**src/rtl/gpio_status_ctrl.sv**
```systemverilog
// gpio_status_ctrl
// Board-status controller: launches all cores from one host start request,
// tracks per-core completion, drives per-core / done / error LEDs and a
// watchdog for hung cores.
//
// Optional feature macro: GPIO_BLINK_EN
//   defined   : free-running prescaler; running cores blink (period 2^BLINK_DIV)
//   undefined : no prescaler; running cores show a steady-off LED
//
// Ports
//   clk         system clock
//   rst         synchronous, active-high reset
//   start_req   host start request (pulse or level)
//   err_clr     clears the error state
//   core_done   per-core completion (pulse or level)
//   core_start  per-core launch pulse (one cycle)
//   led_core    per-core status LED
//   led_done    all cores finished (sticky until next accepted start)
//   led_err     watchdog expired (sticky until err_clr)
//   busy        high while launching / waiting
module gpio_status_ctrl #(
  parameter int NUM_CORES      = 4,
  parameter int BLINK_DIV      = 24,
  parameter int TIMEOUT_CYCLES = 1000000
) (
  input  logic                 clk,
  input  logic                 rst,
  input  logic                 start_req,
  input  logic                 err_clr,
  input  logic [NUM_CORES-1:0] core_done,
  output logic [NUM_CORES-1:0] core_start,
  output logic [NUM_CORES-1:0] led_core,
  output logic                 led_done,
  output logic                 led_err,
  output logic                 busy
);

  localparam int TW = $clog2(TIMEOUT_CYCLES);

  typedef enum logic [2:0] {S_IDLE, S_START, S_WAIT, S_DONE, S_ERR} state_t;

  state_t               r_state, w_state_nxt;
  logic [NUM_CORES-1:0] r_mask, w_mask_nxt, w_hit;
  logic [TW-1:0]        r_tmo, w_tmo_nxt;
  logic                 r_start_req;
  logic                 w_busy_nxt;
  logic                 w_blink;

  assign w_hit      = r_mask | core_done;
  assign w_busy_nxt = (w_state_nxt == S_START) || (w_state_nxt == S_WAIT);

`ifdef GPIO_BLINK_EN
  logic [BLINK_DIV-1:0] r_pre, w_pre_nxt;
  assign w_pre_nxt = r_pre + 1'b1;
  // Outputs are loaded with next-cycle values, so use the next prescaler MSB.
  assign w_blink   = w_pre_nxt[BLINK_DIV-1];
  always_ff @(posedge clk) begin
    if (rst) r_pre <= '0;
    else     r_pre <= w_pre_nxt;
  end
`else
  assign w_blink = 1'b0;
`endif

  always_comb begin
    w_state_nxt = r_state;
    w_mask_nxt  = r_mask;
    w_tmo_nxt   = r_tmo;
    unique case (r_state)
      S_IDLE: begin
        if (r_start_req) begin
          w_state_nxt = S_START;
          w_mask_nxt  = '0;
        end
      end
      S_START: begin
        w_tmo_nxt   = '0;
        w_state_nxt = S_WAIT;
      end
      S_WAIT: begin
        w_mask_nxt = w_hit;
        // Completion is tested first so it wins a same-edge race with expiry.
        if (&w_hit)                               w_state_nxt = S_DONE;
        else if (r_tmo == TW'(TIMEOUT_CYCLES-1))  w_state_nxt = S_ERR;
        else                                      w_tmo_nxt   = r_tmo + 1'b1;
      end
      S_DONE:  w_state_nxt = S_IDLE;
      S_ERR:   if (err_clr) w_state_nxt = S_IDLE;
      default: w_state_nxt = S_IDLE;
    endcase
  end

  always_ff @(posedge clk) begin
    if (rst) begin
      r_state     <= S_IDLE;
      r_mask      <= '0;
      r_tmo       <= '0;
      r_start_req <= 1'b0;
      core_start  <= '0;
      led_core    <= '0;
      led_done    <= 1'b0;
      led_err     <= 1'b0;
      busy        <= 1'b0;
    end else begin
      r_state     <= w_state_nxt;
      r_mask      <= w_mask_nxt;
      r_tmo       <= w_tmo_nxt;
      // Requests are only captured while idle; anything seen elsewhere
      // (including alongside err_clr) is dropped.
      r_start_req <= start_req && (r_state == S_IDLE);
      core_start  <= (w_state_nxt == S_START) ? '1 : '0;
      busy        <= w_busy_nxt;
      led_core    <= w_mask_nxt | (w_busy_nxt ? {NUM_CORES{w_blink}} : '0);
      led_err     <= (w_state_nxt == S_ERR);
      if (w_state_nxt == S_DONE)       led_done <= 1'b1;
      else if (w_state_nxt == S_START) led_done <= 1'b0;
    end
  end

endmodule

```
**config.mk**
```make
export PLATFORM = sky130hd
export DESIGN_NAME = gpio_status_ctrl
export DESIGN_NICKNAME = d
export VERILOG_FILES = /design/src/rtl/gpio_status_ctrl.sv
export SDC_FILE = /design/constraint.sdc
export NUM_CORES = 1
export LEC_CHECK = 0
export ABC_AREA = 1
export CAP_MARGIN = 10
export CORE_UTILIZATION = 50
export DETAILED_ROUTE_END_ITERATION = 6
export PLACE_DENSITY_LB_ADDON = 0.15
export SLEW_MARGIN = 20
export SYNTH_ARGS = -nofsm -noshare
export SYNTH_HDL_FRONTEND = slang
export SYNTH_SLANG_ARGS = --single-unit
export TNS_END_PERCENT = 5
```
**constraint.sdc**
```tcl
create_clock -name clk -period 1.81 [get_ports clk]
set_clock_uncertainty 0.2 [all_clocks]
set_input_delay 0.543 -clock clk [delete_from_list [all_inputs] [get_ports clk]]
set_output_delay 0.543 -clock clk [all_outputs]
set_load 0.01 [all_outputs]
```
==> impl_results.md, run 1 <==
- Final core occ: 70.81%
- Critical R2R Launch: r_tmo[4]$_SDFFE_PP0P_
- Period utilisation layout: 96.64%
- Leak: 0.9581 nW
- Synth warn: 0
- Htree depth: 2
- Period minus WS final: 1.749 ns
- First drt pass iteration count: 4
- Post-synthesis sequential area ratio: 35.00%
- Top cell type by total area after synthesis: dfxtp_1
- Share of cells above drive strength 1: 22.60%
- Crit. End Element: output pin
- Least-Margin Pin Slew: 0.3713 ns
- Die Y: 62.51 µm
- Worst slack at placement: -0.3869 ns
- Mapped cell area: 1831 µm²
- Avg Inst Size Synth: 6.400 µm²
- DP HPWL: 3098 µm
- Vias: 1929
- CP peak stage delay: 0.39 ns
- Top cells by area, synth: dfxtp_1 35%, nand2_1 14%, nor2_1 10%
- Total grt overflow: 0
- Critical path startpoint category: flop
- Inserted Clock Buffers: 5
- Largest net degree at the start of global routing: 18
- Reg clk slew, reported paths: 0.09 ns
- TritonCTS Sinks: 32
- Top Ports: 19
- Min-Delay Path Class: reg2reg
- EDFF count, synth: 0
- Final hold violation count: 0
- Worst IR Drop VDD: 0.0003463 V
- Worst hold path depth: 2
- Antenna Nets Post-Route: 0
- Initial antenna violation count: 0
- Status: completed
- CTS tree: yes
- Reg2Reg Depth: 12
- Cells after Synth: 286
- Critical Path RT: 1.07 ns
- HP Start: r_mask[1]$_SDFFE_PP0P_
- Clk_lat worst skew: 0.34 ns
- WL final: 4625 µm
- Seq cells post-synth: 32
- Die W: 62.51 µm
- Port Buffers: 18
- Syn_nets: 295
- Placed cells: 354
- Drt wl/cell: 12.53 µm
- Die footprint: 3907 µm²
- Area of the multi-input gates: 1131 µm²
- PnR worst setup slack: 0.06079 ns
- Clk buf depth: 2
- Worst EP arrival: 1.01 ns
- GPL Wtd Cong: 0.9082
- Max Cap Viol: 0
- Vias in the first global route: 1698
- RR Endpoint: r_tmo[0]$_SDFFE_PP0P_
- Register area: 651.9 µm²
- Global Route Usage Sum: 24.20%
- Post-synth cell types: 29
- Maximum clock frequency: 0.5717 GHz
- R2r setup slk: 0.09 ns
- Setup CP Type: reg2out
- Slew Limit Fails: 0
- Initial core utilization: 53.59%
- First-pass GRT wire length: 7472 µm
- Root buf cell: clkbuf_4
- Slew margin rel.: 75.18%
- CP cell instances: dlygate4sd2_1
- Rows: 21
- Final setup fails: 0
- WP buf/inv: 1
- PwrDens: 542.7 nW/µm²
- Most used DFF post-synth: dfxtp_1
- Top cell family by delay on the critical path: flip-flops
- CP max stage cell: dfxtp_1
- First DRT Iteration DRCs: 148
- Critical Path Fanout Max: 4
- WHS Endpoint: r_mask[1]$_SDFFE_PP0P_
- Filler cells: 293
- RSZ-0062 raised after global routing: true
- Non-filler cells, final: 369
- DRC: 0
- Synth-to-layout area growth: 32.13%
- Top cell type's share of synthesized area: 35.00%
- N_diodes: 0
- # nets final: 332
- Core area: 3416 µm²
- Ys async rst share: 0%
- Vias per cell: 5.228
state kept, by name (all words and copies together), names as in the netlist:
signal / cells
busy: 1
core_start: 1
r_tmo: 20
led_err: 1
led_done: 1
r_mask: 4
r_state: 3
r_start_req: 1
layer usage:
layer  track usage [%]  vias to the layer above  part of all wire, %
met5                 0                        -                    0
met1             30.58                      883                   47
li1                  -                      989                    -
met3             5.474                       12                  3.9
met2             38.59                       45                   47
met4             11.92                        0                  2.2
cell type report:
class	count	share of cell area, %
clock buffer	6	1.707
tap	46	2.380
inverter	27	4.190
sequential	32	26.95
clock inverter	1	0.2069
timing repair buffer	42	17.80
multi-input combinational	215	46.77
cells in the mapped netlist, types with 4 or more instances:
| master | instances |
|---|---|
| buf_2 | 4 |
| dfxtp_1 | 32 |
| nor2_1 | 49 |
| xor2_1 | 4 |
| inv_1 | 23 |
| clkbuf_1 | 4 |
| nand2_1 | 70 |
| nand4_1 | 10 |
| a21oi_1 | 20 |
| nand2_2 | 4 |
| nand3_1 | 34 |
stage by stage:
stage	power, W	instance area [µm²]	hold WS, ns	TNS, ns
4_1_cts	0.001274	2165	0.2847	-0.03968
2_1_floorplan	0.0008344	1831	0.2563	0
6_report	0.001312	2419	0.2877	0
3_3_place_gp	0.0008959	2132	0.2706	-8.585
3_5_place_dp	0.0008969	2132	0.2733	-9.305
5_1_grt	0.001367	2419	0.3149	-0.1905
power by group:
| part | switching (W) | internal, W | leakage (nW) |
|---|---|---|---|
| registers | 0.00000838 | 0.000717 | 0.263 |
| logic | 0.000109 | 0.0000896 | 0.667 |
| clock network | 0.000246 | 0.000143 | 0.0281 |
worst min-delay path, cell delays in order, from the launching register on:
cell and delay, ns:
dfxtp_1 0.33, nand2_1 0.06, a21oi_1 0.05
cells in the final DEF, fill, tap and decap left out, drive strengths merged:
master         Yosys  layout
a31oi              1       1
or2                2       2
o211ai             1       1
dfxtp             32      32
nand4             10      10
nand3             34      34
nor3               2       2
ha                 1       1
dlygate4sd2        0      11
o21bai             3       3
clkinv             1       2
xnor2              2       2
nor2              52      52
nor4               1       1
clkdlybuf4s50      0       3
clkbuf             4       8
inv               26      26
dlymetal6s2s       0       4
xor2               4       4
a21oi             21      21
buf                8      22
o21ai              5       5
nand2             76      76
worst max-delay path by stage:
| stage | end | cells past startpoint | slack [ns] | from |
|---|---|---|---|---|
| after floorplan | r_tmo[0]$_SDFFE_PP0P_ | 13 | 0.002 | r_tmo[0]$_SDFFE_PP0P_ |
| after global placement | r_tmo[18]$_SDFFE_PP0P_ | 10 | -0.35 | core_done[1] |
| after detailed placement | r_tmo[6]$_SDFFE_PP0P_ | 8 | -0.39 | core_done[0] |
| after CTS | r_tmo[6]$_SDFFE_PP0P_ | 8 | -0.01 | core_done[1] |
| after global routing | r_tmo[15]$_SDFFE_PP0P_ | 12 | -0.05 | r_tmo[1]$_SDFFE_PP0P_ |
| final | led_core[3] | 1 | 0.06 | r_mask[3]$_SDFFE_PP0P_ |
cell families (layout without fill, tap and decap cells):
kind of cell	Yosys count	after routing	synth area share, %
XOR/XNOR	6	6	2.871
AND/OR/NAND/NOR	177	177	42.86
adder cells (fa/ha/maj)	1	1	0.6834
flip-flops	32	32	35.00
AO/OA/AOI/OAI	31	31	9.296
buffers and inverters	39	76	9.295
timing repair:
| action | CTS | global route |
|---|---|---|
| endpoints found under the setup margin | 22 | 25 |
| buffers inserted | 0 | 7 |
| gates resized for setup | 12 | 50 |
| pin swaps | 0 | 19 |
| gates cloned | 0 | 2 |
| hold buffers | 0 | 0 |
(Power assumes the default switching activity.)
==> inputs of run 2 (changes only) <==
- CORE_MARGIN: default -> 2
- SLEW_MARGIN: 20 -> default
==> run 2 against run 1 <==
Compared with the run above:
- count of clock-buffer cells in the layout up 1
- critical path depth rose by 8
- wire length is 1.0% higher
- first-iteration DRC count is 21% higher
- global-route usage decreased by 0.37 points
- non-clock buffer count rose by 1
- final area is 1.4% lower
- register-to-register slack about the same
- die area increased by 6.5%
- fmax decreased by 2.3%
- critical endpoint is now led_done$_SDFFE_PP0P_
- largest power group unchanged
==> impl_results.md, run 2 (same netlist as run 1, synthesis figures left out) <==
- Initial core utilization: 53.59%
- Wl on met1: 2084 µm
- Placed cells: 359
- Routed wl met3: 300 µm
- Htree depth: 2
- Vias per cell: 5.221
- Max Cap Viol: 0
- Largest register FFs: 20
- Top reg by flops: r_tmo
- Largest net degree at the start of global routing: 18
- Initial antenna violation count: 0
- Clk_lat worst skew: 0.34 ns
- Worst Setup SP: core_done[0]
- Total grt overflow: 0
- Share of cells above drive strength 1: 20.92%
- Critical path startpoint category: input port
- Clk buf depth: 2
- Die W: 64.51 µm
- RR Endpoint: r_tmo[7]$_SDFFE_PP0P_
- Maximum clock frequency: 0.5583 GHz
- DRC: 0
- # nets final: 333
- Inserted Clock Buffers: 5
- Commonest non-fill, non-tap cell in the layout: nand2_1
- Die Y: 64.51 µm
- RSZ-0062 raised after global routing: true
- Slew Limit Fails: 0
- First drt pass iteration count: 4
- TritonCTS Sinks: 32
- CTS tree: yes
- Filler cells: 302
- Core area: 3416 µm²
- Most frequent cells in the layout: 70 x nand2_1, 41 x nor2_1, 32 x nand3_1
- R2r setup slk: 0.08 ns
- WL final: 4672 µm
- First-pass GRT wire length: 7686 µm
- Root buf cell: clkbuf_4
- Rows: 21
- Antenna Nets Post-Route: 0
- Worst IR Drop VDD: 0.0005640 V
- Setup CP Type: in2reg
- Drt wl/cell: 12.59 µm
- DP HPWL: 3155 µm
- Hold Buf Count CTS: 0
- Synth-to-layout area growth: 30.21%
- Vias: 1937
- Global Route Usage Sum: 23.82%
- Crit. End Element: flop
- Period minus WS final: 1.791 ns
- Die footprint: 4161 µm²
- Hold_ws: 0.2885 ns
- Min-Delay Path Class: reg2reg
- Reg clk slew, reported paths: 0.11 ns
- Slew margin rel.: 77.08%
- Crit path to: led_done$_SDFFE_PP0P_
- Period utilisation layout: 98.96%
- Final hold violation count: 0
- Leak: 0.9309 nW
- Met2 wire length: 2213 µm
- Vias in the first global route: 1695
- Largest registers: r_tmo: 20 flops, r_mask: 4 flops, r_state: 3 flops
- Port Buffers: 18
- Top Ports: 19
- Worst EP arrival: 1.84 ns
- Status: completed
- Non-filler cells, final: 371
- Critical R2R Launch: r_tmo[0]$_SDFFE_PP0P_
- Critical Path Fanout Max: 6
- Least-Margin Pin Slew: 0.3428 ns
- Reg2Reg Depth: 11
- Final setup fails: 0
- First DRT Iteration DRCs: 179
- N_diodes: 0
- PwrDens: 642.5 nW/µm²
- Critical Path RT: 1.86 ns
- GPL Wtd Cong: 0.9014
- DR top layer: met4
run 2: power breakdown:
| group | leakage, nW | total [W] | internal [W] | switching (W) |
|---|---|---|---|---|
| registers | 0.261 | 0.000725 | 0.000717 | 0.00000816 |
| clock network | 0.0515 | 0.000632 | 0.000367 | 0.000266 |
| logic | 0.618 | 0.000174 | 0.0000724 | 0.000101 |
| total | 0.931 | 0.00153 | 0.00116 | 0.000375 |
run 2: how the worst min path moves through the flow:
stage                                 from                endpoint  slack [ns]  cells past startpoint
floorplan            r_tmo[1]$_SDFFE_PP0P_   r_tmo[1]$_SDFFE_PP0P_        0.26                      2
global placement     r_tmo[3]$_SDFFE_PP0P_   r_tmo[3]$_SDFFE_PP0P_        0.27                      2
detailed placement  r_mask[0]$_SDFFE_PP0P_  r_mask[0]$_SDFFE_PP0P_        0.27                      2
CTS                 r_mask[0]$_SDFFE_PP0P_  r_mask[0]$_SDFFE_PP0P_        0.29                      2
global route        r_mask[0]$_SDFFE_PP0P_  r_mask[0]$_SDFFE_PP0P_        0.33                      2
finish               r_tmo[3]$_SDFFE_PP0P_   r_tmo[3]$_SDFFE_PP0P_        0.29                      2
run 2: layer usage:
layer,vias up,GRT usage (%)
li1,998,-
met1,861,29.65
met2,70,38.93
met3,8,5.903
met4,0,10.64
met5,-,0
run 2: layout make-up:
type / instances / area, µm² / area share [%]
clock buffer: 7 / 65.06 / 2.730
clock inverter: 1 / 30.03 / 1.260
sequential: 32 / 646.9 / 27.14
timing repair buffer: 43 / 371.6 / 15.59
multi-input combinational: 215 / 1111 / 46.61
tap: 46 / 57.56 / 2.415
inverter: 27 / 101.3 / 4.252
run 2: repair_timing:
item                       CTS  global route
setup endpoints to repair   29            26
gates cloned                 0             2
pin swaps                    1             8
setup buffers                0             2
gates resized for setup     15            28
run 2: through the flow:
step                TNS [ns]  instance area (µm²)  setup WS, ns  total power [W]  utilization (%)
finish                     0                 2384       0.01890         0.001531            69.78
global route         -0.1612                 2384      -0.03296         0.001582            69.78
CTS                  -0.1811                 2258      -0.04731         0.001526            66.12
detailed placement    -9.372                 2170       -0.4495        0.0009065            63.52
global placement      -8.588                 2170       -0.3806        0.0009067            63.52
floorplan                  0                 1831      0.001518        0.0008344                -
run 2: critical path: stages:
cell	delay, ns
clkdlybuf4s50_1	0.39
or2_4	0.23
o21ai_2	0.06
nor2_2	0.07
nand2_4	0.13
buf_4	0.13
nand2_1	0.05
o211ai_1	0.18
inv_1	0.06
==> inputs of run 3 (changes only) <==
- CAP_MARGIN: 10 -> 20
- CORE_UTILIZATION: 50 -> 60
- clock period: 1.81 -> 2.1 ns (I/O delays scaled with it)
==> run 3 against run 2 <==
Compared with the run above:
- final cell count down 8.4%
- count of clock-buffer cells in the layout down 1
- critical path depth down 8
==> impl_results.md, run 3 (same netlist as run 1, synthesis figures left out) <==
- Psw: 0.0003094 W
- Port Buffers: 18
- Inserted Clock Buffers: 5
- Top cell family by delay on the critical path: buffers and inverters
- Combinational share of power: 10.6%
- First DRT Iteration DRCs: 128
- DP HPWL: 2909 µm
- Vias per cell: 5.206
- CP peak stage delay: 0.53 ns
- Worst IR Drop VDD: 0.0004590 V
- Commonest non-fill, non-tap cell in the layout: nand2_1
- Final setup fails: 0
- Die footprint: 3509 µm²
- N_diodes: 0
- Maximum clock frequency: 0.4932 GHz
- Antenna Nets Post-Route: 0
- Share of cells above drive strength 1: 10.42%
- Filler cells: 254
- CP cell instances: clkdlybuf4s50_1
- First drt pass iteration count: 4
- Critical R2R Launch: r_tmo[0]$_SDFFE_PP0P_
- Initial core utilization: 61.47%
- Vias in the first global route: 1586
- DRC: 0
- Met1 usage: 33.47%
- Reg2Reg Depth: 13
- Largest registers: r_tmo: 20 flops, r_mask: 4 flops, r_state: 3 flops
- Crit. End Element: output pin
- Critical Path Fanout Max: 1
- Met2 usage: 38.30%
- Htree depth: 2
- RSZ-0062 raised after global routing: true
- Post-route cell area: 2138 µm²
- Status: completed
- Final core occ: 71.81%
- Placed cells: 332
- Rows: 20
- Most frequent cells in the layout: 70 x nand2_1, 49 x nor2_1, 34 x nand3_1
- Critical Path RT: 1.27 ns
- First-pass GRT wire length: 6748 µm
- Dpl cell area: 2048 µm²
- Hold Buf Count CTS: 0
- Least-Margin Pin Slew: 0.3542 ns
- Reg clk slew, reported paths: 0.10 ns
- Switch share: 25.19%
- Die W: 59.24 µm
- Initial antenna violation count: 0
- Global Route Usage Sum: 25.41%
- PwrDens: 574.4 nW/µm²
- Final hold violation count: 0
- Clock group share of total power: 38.5%
- Non-filler cells, final: 340
- Largest net degree at the start of global routing: 25
- Root buf cell: clkbuf_4
- Post-CTS Setup Inserts: 0
- RR Endpoint: r_tmo[17]$_SDFFE_PP0P_
- Met3 Usage GRT: 7.205%
- Leak: 0.8482 nW
- Vias: 1770
- Setup CP Type: reg2out
- TritonCTS Sinks: 32
- Synth-to-layout area growth: 16.81%
- Period utilisation layout: 96.55%
- Largest register FFs: 20
- Top reg by flops: r_tmo
- R2r setup slk: 0.19 ns
- GPL Wtd Cong: 0.8421
- # nets final: 315
- Hold_ws: 0.2874 ns
- Die Y: 59.24 µm
- Clk_lat worst skew: 0.34 ns
- Top Ports: 19
- Slew Limit Fails: 0
- Critical path startpoint category: flop
- Worst EP arrival: 1.20 ns
- Core area: 2978 µm²
- Total grt overflow: 0
- Max Cap Viol: 0
- WP buf/inv: 1
- CP max stage cell: clkdlybuf4s50_1
- WL final: 4029 µm
- Min-Delay Path Class: reg2reg
- Drt wl/cell: 11.85 µm
- WHS Endpoint: r_tmo[1]$_SDFFE_PP0P_
- Internal power: 0.0009188 W
- Period minus WS final: 2.028 ns
- HP Start: r_tmo[1]$_SDFFE_PP0P_
- Worst hold path depth: 2
- Sequential Power Share: 50.9%
- Most Crowded Layer GR: met2
- Slew margin rel.: 76.32%
- Clk buf depth: 2
- CTS tree: yes
[run 3: cell count changes in the layout (fill, tap and decap cells not counted), sizes merged]
cell	delta
buf	-18
dlygate4sd2	-7
dlymetal6s2s	+4
clkdlybuf4s50	+3
clkbuf	-1
clkinv	+1
[run 3: stage by stage]
| stage | TNS (ns) | power [W] | setup WS, ns |
|---|---|---|---|
| 2_1_floorplan | 0 | 0.0007192 | 0.2331 |
| 3_3_place_gp | -3.066 | 0.0007708 | -0.1617 |
| 3_5_place_dp | -3.881 | 0.0007715 | -0.2045 |
| 4_1_cts | 0 | 0.001232 | 0.003924 |
| 5_1_grt | -0.007895 | 0.001272 | -0.007895 |
| 6_report | 0 | 0.001228 | 0.07248 |
[run 3: worst max path at each step]
stage	slack, ns	startpoint	cells past startpoint	to
finish	0.07	led_err$_SDFF_PP0_	1	led_err
global route	-0.008	r_tmo[0]$_SDFFE_PP0P_	11	r_tmo[10]$_SDFFE_PP0P_
CTS	0.004	r_mask[3]$_SDFFE_PP0P_	1	led_core[3]
detailed placement	-0.20	core_done[1]	10	r_tmo[15]$_SDFFE_PP0P_
global placement	-0.16	core_done[1]	10	r_tmo[17]$_SDFFE_PP0P_
floorplan	0.23	core_done[0]	8	r_tmo[15]$_SDFFE_PP0P_
[run 3: layout make-up]
class / count / area (µm²) / area share [%]
clock buffers: 6 / 41.29 / 1.931
clock inverters: 2 / 35.03 / 1.638
inverters: 27 / 101.3 / 4.740
multi-input cells: 215 / 1023 / 47.86
flip-flops and latches: 32 / 643.1 / 30.08
well taps: 33 / 41.29 / 1.931
repair buffers: 25 / 252.7 / 11.82
[run 3: layer usage]
layer / up-vias / routed length, µm
li1: 963 / -
met1: 761 / 1980
met2: 40 / 1762
met3: 6 / 238
met4: 0 / 47
met5: - / 0
[run 3: power by group through the flow]
stage	Clock [W]	Combinational, W	Sequential, W
floorplan	0	0.0000777	0.000641
global placement	0	0.000132	0.000639
detailed placement	0	0.000133	0.000639
CTS	0.000477	0.000130	0.000625
global route	0.000502	0.000143	0.000626
finish	0.000473	0.000130	0.000625
[run 3: what timing repair did]
| action | CTS | global route |
|---|---|---|
| resized for setup | 4 | 8 |
| setup endpoints to repair | 5 | 9 |
| pin swaps | 0 | 0 |
